## src/rtl/semaforo_pkg.sv

```systemverilog
// rtl/semaforo_pkg.sv - pedestrian state encodings and light one-hot constants
package semaforo_pkg;

    typedef enum logic [1:0] {
        ST_DW    = 2'd0,
        ST_WALK  = 2'd1,
        ST_FLASH = 2'd2,
        ST_FAULT = 2'd3
    } ped_state_t;

    // {green, yellow, red}
    localparam logic [2:0] LIGHT_GO   = 3'b100;
    localparam logic [2:0] LIGHT_WAIT = 3'b010;
    localparam logic [2:0] LIGHT_STOP = 3'b001;

    function automatic logic is_onehot(input logic [2:0] lights);
        return (lights == LIGHT_GO) || (lights == LIGHT_WAIT) || (lights == LIGHT_STOP);
    endfunction

endpackage

```

## src/rtl/ped_req_sync.sv

```systemverilog
// rtl/ped_req_sync.sv - 2-FF synchroniser plus rising-edge pulse for the push-button
module ped_req_sync (
    input  logic clk,
    input  logic rst,
    input  logic d_async,
    output logic pulse
);

    logic r_meta;
    logic r_sync;
    logic r_sync_d;

    always_ff @(posedge clk or posedge rst) begin
        if (rst) begin
            r_meta   <= 1'b0;
            r_sync   <= 1'b0;
            r_sync_d <= 1'b0;
        end else begin
            r_meta   <= d_async;
            r_sync   <= r_meta;
            r_sync_d <= r_sync;
        end
    end

    assign pulse = r_sync & ~r_sync_d;

endmodule

```

## src/rtl/cruce_peatonal.sv

```systemverilog
// rtl/cruce_peatonal.sv - pedestrian WALK/DON'T WALK stage driven by the traffic-light FSM
module cruce_peatonal
    import semaforo_pkg::*;
#(
    parameter int WALK_TICKS  = 2,
    parameter int FLASH_TICKS = 2
) (
    input  logic       clk,
    input  logic       rst,
    input  logic       tick,
    input  logic       green,
    input  logic       yellow,
    input  logic       red,
    input  logic       ped_req,
    output logic       walk,
    output logic       dont_walk,
    output logic       req_pend,
    output logic [3:0] countdown,
    output logic       fault
);

    localparam logic [3:0] WALK_CNT  = 4'(WALK_TICKS);
    localparam logic [3:0] FLASH_CNT = 4'(FLASH_TICKS);

    ped_state_t r_state, w_state_nx;
    logic [3:0] r_cnt, w_cnt_nx;
    logic       r_blink, w_blink_nx;
    logic       r_req_pend, w_req_pend_nx;
    logic       r_red_d;
    logic       r_bad_d;
    logic       r_walk, r_dont_walk, r_fault;
    logic [3:0] r_countdown;

    logic       w_req_pulse;
    logic       w_red_rise;
    logic       w_bad;

    ped_req_sync u_sync (
        .clk     (clk),
        .rst     (rst),
        .d_async (ped_req),
        .pulse   (w_req_pulse)
    );

    assign w_red_rise = red & ~r_red_d;
    assign w_bad      = ~is_onehot({green, yellow, red});

    always_comb begin
        w_state_nx    = r_state;
        w_cnt_nx      = r_cnt;
        w_blink_nx    = r_blink;
        w_req_pend_nx = r_req_pend;
        // Two consecutive bad clks filter out a one-clk glitch during light changes
        if (w_bad && r_bad_d) begin
            w_state_nx = ST_FAULT;
            w_cnt_nx   = 4'd0;
            w_blink_nx = 1'b0;
        end else begin
            case (r_state)
                ST_DW: begin
                    if (w_red_rise && (r_req_pend || w_req_pulse)) begin
                        w_state_nx    = ST_WALK;
                        w_cnt_nx      = WALK_CNT;
                        w_req_pend_nx = 1'b0;
                    end else if (w_req_pulse) begin
                        w_req_pend_nx = 1'b1;
                    end
                end
                ST_WALK: begin
                    if (!red) begin
                        w_state_nx = ST_DW;
                        w_cnt_nx   = 4'd0;
                    end else if (tick) begin
                        if (r_cnt == 4'd1) begin
                            w_state_nx = ST_FLASH;
                            w_cnt_nx   = FLASH_CNT;
                            w_blink_nx = 1'b1;
                        end else begin
                            w_cnt_nx = r_cnt - 4'd1;
                        end
                    end
                end
                ST_FLASH: begin
                    if (w_req_pulse) w_req_pend_nx = 1'b1;
                    if (!red) begin
                        w_state_nx = ST_DW;
                        w_cnt_nx   = 4'd0;
                    end else if (tick) begin
                        w_blink_nx = ~r_blink;
                        if (r_cnt == 4'd1) begin
                            w_state_nx = ST_DW;
                            w_cnt_nx   = 4'd0;
                        end else begin
                            w_cnt_nx = r_cnt - 4'd1;
                        end
                    end
                end
                ST_FAULT: begin
                    if (!w_bad && green) w_state_nx = ST_DW;
                end
                default: w_state_nx = ST_DW;
            endcase
        end
    end

    always_ff @(posedge clk or posedge rst) begin
        if (rst) begin
            r_state     <= ST_DW;
            r_cnt       <= 4'd0;
            r_blink     <= 1'b0;
            r_req_pend  <= 1'b0;
            r_red_d     <= 1'b0;
            r_bad_d     <= 1'b0;
            r_walk      <= 1'b0;
            r_dont_walk <= 1'b1;
            r_countdown <= 4'd0;
            r_fault     <= 1'b0;
        end else begin
            r_state     <= w_state_nx;
            r_cnt       <= w_cnt_nx;
            r_blink     <= w_blink_nx;
            r_req_pend  <= w_req_pend_nx;
            r_red_d     <= red;
            r_bad_d     <= w_bad;
            // Lamps are registered from the next state so they change together with it
            r_walk      <= (w_state_nx == ST_WALK);
            r_dont_walk <= (w_state_nx == ST_FLASH) ? w_blink_nx : (w_state_nx != ST_WALK);
            r_countdown <= (w_state_nx == ST_WALK || w_state_nx == ST_FLASH) ? w_cnt_nx : 4'd0;
            r_fault     <= (w_state_nx == ST_FAULT);
        end
    end

    assign walk      = r_walk;
    assign dont_walk = r_dont_walk;
    assign req_pend  = r_req_pend;
    assign countdown = r_countdown;
    assign fault     = r_fault;

endmodule
```

## config.mk

```make
export PLATFORM = sky130hd
export DESIGN_NAME = cruce_peatonal
export DESIGN_NICKNAME = d
export VERILOG_FILES = /design/src/rtl/semaforo_pkg.sv /design/src/rtl/ped_req_sync.sv /design/src/rtl/cruce_peatonal.sv
export SDC_FILE = /design/constraint.sdc
export NUM_CORES = 1
export LEC_CHECK = 0
export BUFFER_PORTS_ARGS = -buffer_cell sky130_fd_sc_hd__buf_2
export CAP_MARGIN = 5
export CORE_MARGIN = 2
export CORE_UTILIZATION = 50
export CTS_CLUSTER_SIZE = 12
export DETAILED_ROUTE_END_ITERATION = 10
export HOLD_SLACK_MARGIN = 0.02
export PLACE_DENSITY = 0.71
export SYNTH_ARGS = -nofsm -noshare
export SYNTH_HDL_FRONTEND = slang
export SYNTH_SLANG_ARGS = --single-unit
```

## constraint.sdc

```tcl
create_clock -name clk -period 5.7 [get_ports clk]
set_input_delay 0.285 -clock clk [delete_from_list [all_inputs] [get_ports clk]]
set_output_delay 0.285 -clock clk [all_outputs]
set_load 0.02 [all_outputs]
```

==> metrics list, run 1 <==
- Result of the run: finished clean
* Portion of the post-synthesis area used by sequential elements: 0.457
* Critical Path End Type: flop
* Placed cell areas: approximately 1200 sq um
- Overflow left after global routing: 0
- The first routing iteration left 26 violations.
- Main flop type after synthesis: dfrtp_1
- Post-detailed-route DRC marker count: 0
- Final Max Tran Viols: 0
- Initial core utilization: 0.543
* Critical path data required time: roughly 5.9 ns
* TritonCTS buffer count: 3
- Wire length on met3: just over 90 um
* First-pass GRT wire length: 3.72 mm
- Final period util: 0.432
- The worst register-to-register path has a depth of 9.
- Standard-cell row count: 16
- Crit path DAT: 2.69 ns
- R2r endpoint: countdown[0]
* Post-synthesis async set-or-reset flop share: 1.00
* Top-level I/O count: 15
* Highest achievable clock rate: between 400 and 500 MHz
* Total number of vias: around 860
- Setup repair after global routing left no endpoint under its margin.
* Post-CTS Setup Repair Bufs: 0
* Antenna violations before repair: 0
- In this run the static leakage power is between 0.0005 and 0.0006 uW.
* Antenna Cells: 0
* Layout Area Growth over Synthesis: 11.3%
- Once the clock tree was built, the resizer swapped 0 gates to a different size.
* Hold WC Path Type: input pin to asynchronous set/reset pin
* Routed wl met2: ~1.0 mm
- Die Footprint: approximately 2600 sq um
* Cell types with the largest area share after synthesis: dfrtp_1 (43%), ha_1 (11%), nor2_1 (3.8%), inv_1 (3.4%), o21ai_0 (3.2%)
- Averaged over all synthesized cells, the footprint is 10.4 sq um.
- Max VDD drop: ~0.0003 V
* Mapped Area: roughly 1100 sq um
- Placer congestion estimate: between 0.8 and 0.9
* Syn. warnings: 0
- Final worst clock skew: between 0.009 and 0.01 ns
* Share of Yosys cell area claimed by the top area cell type: 0.433
- Counting every instance in the synthesized netlist gives 106.
- The detailed router put a total of between 1 and 1.5 mm of wire on met1.
- Number of enable flip-flop cells after synthesis: 0
- The number of nets in the synthesized netlist is about 120.
- The number of endpoints with negative hold slack in the final report came to 0.
- Clock insertion delay at the later pin of the skew report: around 0.30 ns
- Shortest clock period the worst path allows after layout: approximately 2.5 ns
* Pwr/cell area: roughly 470 nW/um^2
* Standard cell core area: between 2000 and 2500 sq um
- After detailed routing, the average wire length per cell comes to 14.5 um.
* Highest routing layer actually used: met4
- Fill cell total of the finished layout: ~170
- Vias in the first global route: 832
- Hpwl dp: roughly 1.6 mm
- The tool flagged a number of max-cap violations equal to 0.
- Synth cell types: 39
* TritonCTS clock tree: yes
* Max_slew headroom: 0.508
* Buffer levels on the longest clock path: 2
- Area taken by flip-flops and latches: approximately 500 sq um
- During placement, the flow inserted port buffers numbering 14.
* Total setup violations reported at the end of the flow: 0
- Reg-to-reg critical path startpoint: r_cnt[1]
- Start-to-end type of the worst setup path: flop to flop
- The clock net in this run drives a total of 20 sinks.
- The biggest area contributor in the post-synthesis netlist is dfrtp_1.
* Number of detailed-route iterations in the first pass: 4
- Synthesis inferred 20 register bits.
* H-tree lvl count: 1
- Clock tree synthesis selected as its root buffer the cell clkbuf_4.
- Clock-pin slew was measured on the worst setup and hold paths at around 0.12 ns.
* Worst setup path startpoint: r_cnt[1]
- Category of the worst setup path launch point: flop
* Area of all placed cells without fillers: 1220 sq um
- Largest fanout on the critical path: 6
- The die is between 50 and 60 um wide.
* Worst Tran Pin Value: between 0.7 and 0.8 ns
* Post-Route Setup TNS: 0 ns
* Final net count: 140
- After detailed routing, the number of vias per cell comes to 5.75.
- Setup slack of the most critical reg-to-reg path: ~3.2 ns
* Chip height: a little over 50 um
* Count leader, synth: dfrtp_1
- Sorting the synthesized cells by how often they occur yields dfrtp_1 (19), nor2_1 (11), ha_1 (10), inv_1 (10), o21ai_0 (7).
* Count of antenna-violating nets left after detailed routing: 0
- Total routing resource utilization after global routing: 0.191
* Maximum number of pins on one net before global-route repair: 21
- For this block, the routed nets add up to roughly 2.2 mm of wire.
* Footprint of the multi-input gates: 543 sq um
- Ratio of cells with drive above 1 in the final layout: 0.197
- The number of hold buffers added after CTS was 0.
## worst max-delay path, cell delays in order (launching register included)
cell and delay, ns:
dfrtp_1 0.43, inv_1 0.09, ha_1 0.14, nor2b_1 0.33, nand2_1 0.13, a311oi_2 0.35, o21ai_0 0.23, ha_1 0.36
nand2b_1 0.19, a21oi_1 0.14
## cell usage in the layout, fill, tap and decap left out, drive strengths merged, types with 2 or more instances in the layout
cell	netlist	routed
a21o	2	2
a21oi	4	4
a31oi	2	2
a32oi	2	2
and2	2	2
buf	2	14
clkbuf	0	4
dfrtp	19	19
ha	10	10
inv	10	10
nand2	3	3
nand3	2	2
nor2	11	11
nor2b	3	3
nor3	2	2
o2111ai	2	2
o21a	3	3
o21ai	7	7
## area by class of cell
type                    instances  area share
multi-input cells              74       0.444
flip-flops and latches         20       0.410
repair buffers                 14      0.0573
inverters                      10      0.0307
clock buffers                   4      0.0297
well taps                      27      0.0276
## sequential cells by signal, summed over array words and instances (netlist names)
signal	flops
fault	1
countdown	4
r_bad_d	1
dont_walk	1
walk	1
r_state	2
r_red_d	1
r_cnt	4
u_sync.r_meta	1
u_sync.r_sync	1
r_blink	1
u_sync.r_sync_d	1
req_pend	1
## worst max-delay path by stage
stage | end | slack (ns) | depth (start not counted)
5_1_grt | countdown[0] | 3.01 | 9
3_5_place_dp | countdown[0] | 3.33 | 8
2_1_floorplan | countdown[0] | 3.62 | 8
4_1_cts | countdown[0] | 3.30 | 9
3_3_place_gp | countdown[0] | 3.40 | 8
6_report | countdown[0] | 3.24 | 9
## stage by stage
stage / total power (uW) / util / instances / worst slack [ns] / hold slack, ns
global route: 625 / 0.605 / 149 / 3.01 / 0.0650
CTS: 575 / 0.605 / 149 / 3.30 / 0.0810
floorplan: 419 / - / 106 / 3.62 / 0.248
detailed placement: 491 / 0.587 / 145 / 3.33 / 0.339
global placement: 487 / 0.587 / 145 / 3.40 / 0.340
finish: 575 / 0.605 / 149 / 3.24 / 0.0864
## per-layer routing
| metal | global-route usage | up-vias |
|---|---|---|
| met1 | 0.257 | 415 |
| met4 | 0.0541 | 0 |
| met2 | 0.309 | 27 |
| met3 | 0.0439 | 3 |
| met5 | 0 | - |
| li1 | - | 412 |
## kinds of logic after synthesis
family                     after synthesis  synth area share
xor gates and xnor gates                 1           0.00797
muxes                                    1            0.0102
adders and majority gates               10             0.114
DFF                                     20             0.457
and+or+nand+nor                         31             0.157
AOI/OAI and AO/OA                       31             0.205
buffers and inverters                   12            0.0490
## report_power, final
group | internal (uW) | switching [uW] | leakage (uW)
combinational | 114 | 173 | 0.000318
clock | 39.0 | 43.4 | 0.0000210
sequential | 181 | 24.9 | 0.000251
total | 334 | 241 | 0.000590
Note: power is estimated with default switching activity, not from simulation.
==> run 2, diff against run 1 <==
- ABC_AREA: not set -> 1
- clock period: 5.7 -> 2.4 ns (I/O delays scaled with it)
==> metrics list, run 2 <==
- The run finished with clean final reports.
- The portion of total power attributed to combinational logic came to 0.519 (+0.020).
- Dpl ws: 0.413 ns (-2.92 ns)
- Number of detailed-route iterations in the first pass: 4 (unchanged)
- Initial core utilization: 0.525 (-0.0179)
- Count of input and output buffers: 14 (unchanged)
- # resized after CTS: 0 (unchanged)
* Leak pwr: 0.000766 uW (+30%)
- The power per cell area was 1100 nW/um^2 (+130%).
* Worst setup path startpoint: r_state[1]
- Post-Route Setup TNS: 0 ns (unchanged)
- The average via count per standard cell was 4.99 (-13%).
* Unrepaired setup endpoints after global routing: no
* Post-Synthesis Mean Instance Area: 7.83 sq um (-24%)
- The count of synthesis-stage warnings from yosys is 0 (unchanged).
- Die Footprint: 2700 sq um (+4.4%)
* Reported max-cap violation count: 0 (unchanged)
- Shortest clock period the worst path allows after layout: 2.03 ns (-0.435 ns)
- The maximum clock frequency is 493 MHz (+21%).
- The library cell used most frequently in the layout, excluding fill and tap cells, is nand2_1.
* X dimension of the die: 52.0 um (+2.2%)
- The tree is rooted in a clkbuf_4.
- The commonest cells after synthesis are nand2_1 (35), inv_1 (27), dfrtp_1 (19).
- Max VDD drop: 0.000725 V (+140%)
- The worst setup path is of the flop to flop kind.
- Clock insertion delay at the later pin of the skew report: 0.30 ns (about the same)
* H-tree lvl count: 1 (unchanged)
- Layout Area Growth over Synthesis: 14.5%
* Detailed Route WL: 2.22 mm (+2.5%)
* Largest fanout on the critical path: 5 (-1)
- The total number of vias came to 973 (+14%).
- STA classifies the critical path endpoint as a flop.
- The detailed placer's ending HPWL came to 1.71 mm (+3.9%).
* Number of enable flip-flop cells after synthesis: 0 (unchanged)
- Count of antenna-violating nets left after detailed routing: 0 (unchanged)
- Buffer levels on the longest clock path: 2 (unchanged)
- Portion of the post-synthesis area used by sequential elements: 0.436 (-0.0209)
- Most used cells in the layout excluding fill and tap cells: nand2_1 (35), inv_1 (27), dfrtp_1 (19), buf_2 (14)
- Share of Yosys cell area claimed by the top area cell type: 0.413 (-0.0198)
- The number of antenna diodes was 0 (unchanged).
- The clock slew at the register clock pins of the worst setup and hold paths was 0.11 ns (about the same).
- The fraction of registers with async set/reset is 1.00 (unchanged).
* Syn Inst Count: 147 (+39%)
- Clock sink total: 20 (unchanged)
- The net count after synthesis came to 164 (+33%).
* Net switching fraction of the power: 0.447 (+0.0275)
- Total setup violations reported at the end of the flow: 0 (unchanged)
- The worst register-to-register path begins at r_state[1].
* Category of the worst setup path launch point: flop
- Critical path data required time: 2.66 ns (-3.27 ns)
- The net switching component of the power is 646 uW (+170%).
- Count leader, synth: nand2_1
* Total routing resource utilization after global routing: 0.203 (+0.0118)
* Mapped Area: 1150 sq um (+4.8%)
- Yosys attributes the largest share of cell area to dfrtp_1 (41%), nand2_1 (11%), ha_1 (11%), inv_1 (8.8%), nand3_1 (5.2%).
- Final worst clock skew: 0.00285 ns (-0.00626 ns)
* Ratio of cells with drive above 1 in the final layout: 0.168 (-0.0291)
- The path class of the tightest hold or removal check is input pin to flop.
- Post-detailed-route DRC marker count: 0 (unchanged)
* Placed cell areas: 1250 sq um (+5.5%)
- Worst Tran Pin Value: 0.732 ns (-0.00537 ns)
- Sequential group share of total power: 0.345 (-0.013)
- Sum of internal, switching and leakage power: 1440 uW (+150%)
* FF-to-FF path depth: 11 (+2)
- The count of nets after finishing is 185 (+32%).
- The number of global-route vias before repair was 932 (+12%).
- The minimum setup slack in the final design was 0.372 ns (-2.87 ns).
- TritonCTS buffer count: 3 (unchanged)
- Starting DRT DRC Count: 27 (+3.8%)
- The standard-cell row count is 17 (+1).
- The weighted congestion reported at the end of routability-driven placement came to 0.869 (-2.4%).
- The number of endpoints with negative hold slack in the final report was 0 (unchanged).
- The final clock period utilization by the worst path came to 0.845 (+0.413).
* R2r endpoint: dont_walk
- The overall overflow remaining after global route came to 0 (unchanged).
- Crit path to: dont_walk
- TritonCTS built the clock tree.
- Chip height: 52.0 um (+2.2%)
- Internal power summed over all cells: 799 uW (+140%)
- The total setup buffers inserted after CTS was 0 (unchanged).
* Antenna violations before repair: 0 (unchanged)
- Standard cell core area: 2190 sq um (+8.4%)
* Main flop type after synthesis: dfrtp_1
- The distinct cell type count of the synthesized netlist came to 23 (-41%).
- Final Max Tran Viols: 0 (unchanged)
- The clock network fraction of design power came to 0.136 (-0.007).
- Area of all placed cells without fillers: 1320 sq um (+7.8%)
- The count of hold-fix buffers inserted at cts is 3 (+3).
- Wirelength per Cell: 11.4 um (-22%)
- First-pass GRT wire length: 3.94 mm (+5.9%)
- dfrtp_1 takes more of the synthesized area than any other cell.
- Setup slack of the most critical reg-to-reg path: 0.37 ns (-2.87 ns)
- Crit path DAT: 2.28 ns (-0.41 ns)
- Maximum number of pins on one net before global-route repair: 21 (unchanged)
- Fill cell total of the finished layout: 197 (+17%)
* Max_slew headroom: 0.512 (+0.00358)
- The I/O pin total was 15 (unchanged).
* Register bit total from synthesis: 20 (unchanged)
[run 2: cell types whose count changed in the layout (fill, tap and decap cells not counted), moves of 3 or more]
cell	change
o21ai_1	+3
dlygate4sd3_1	+3
inv_1	+17
nor2b_1	-3
nand3_1	+10
nand2_1	+32
[run 2: logic make-up after synthesis]
| family | share of synthesized area |
|---|---|
| flops | 0.436 |
| fa+ha+maj | 0.109 |
| compound gates | 0.0804 |
| buf+inv | 0.0989 |
| simple gates | 0.276 |
[run 2: per-layer routing]
| metal | routed length [um] | global-route usage | vias up |
|---|---|---|---|
| met3 | 95 | 0.0230 | 7 |
| li1 | - | - | 497 |
| met1 | 1030 | 0.270 | 442 |
| met4 | 83 | 0.136 | 0 |
| met5 | 0 | 0 | - |
| met2 | 1010 | 0.308 | 27 |
[run 2: how the worst min path moves through the flow]
stage	slack, ns	startpoint	cells after the start	end
global route	0.20	green	4	r_bad_d
global placement	0.23	ped_req	1	u_sync.r_meta
floorplan	0.08	rst	1	countdown[0]
finish	0.15	green	4	r_bad_d
CTS	0.15	green	4	r_bad_d
detailed placement	0.23	ped_req	1	u_sync.r_meta
[run 2: stage by stage]
step	hold WS [ns]	cells	utilization
after CTS	0.152	195	0.601
after global placement	0.230	188	0.571
after detailed placement	0.230	188	0.571
after global routing	0.204	195	0.601
final	0.151	195	0.601
after floorplan	0.0831	147	-
[run 2: final cells by class]
| cell class | instances | area [sq um] | area share |
|---|---|---|---|
| inverter | 29 | 109 | 0.0826 |
| clock buffer | 4 | 36.3 | 0.0275 |
| tap | 28 | 35.0 | 0.0266 |
| timing repair buffer | 17 | 100 | 0.0760 |
| sequential | 20 | 502 | 0.381 |
| multi-input combinational | 97 | 536 | 0.406 |
[run 2: critical path: stages, from the launching register on]
cell	delay [ns]
dfrtp_1	0.40
inv_1	0.10
ha_1	0.22
nand2_1	0.15
nand2_2	0.11
nand2_2	0.10
a21oi_1	0.08
nor3_2	0.15
inv_1	0.11
ha_1	0.20
or2_2	0.29
nand2_1	0.07
[run 2: power by group through the flow]
stage	clock network (uW)	logic, uW	registers (uW)
after floorplan	0	500	565
after global placement	0	736	501
after detailed placement	0	749	503
after CTS	199	755	498
after global routing	210	873	511
final	197	750	498
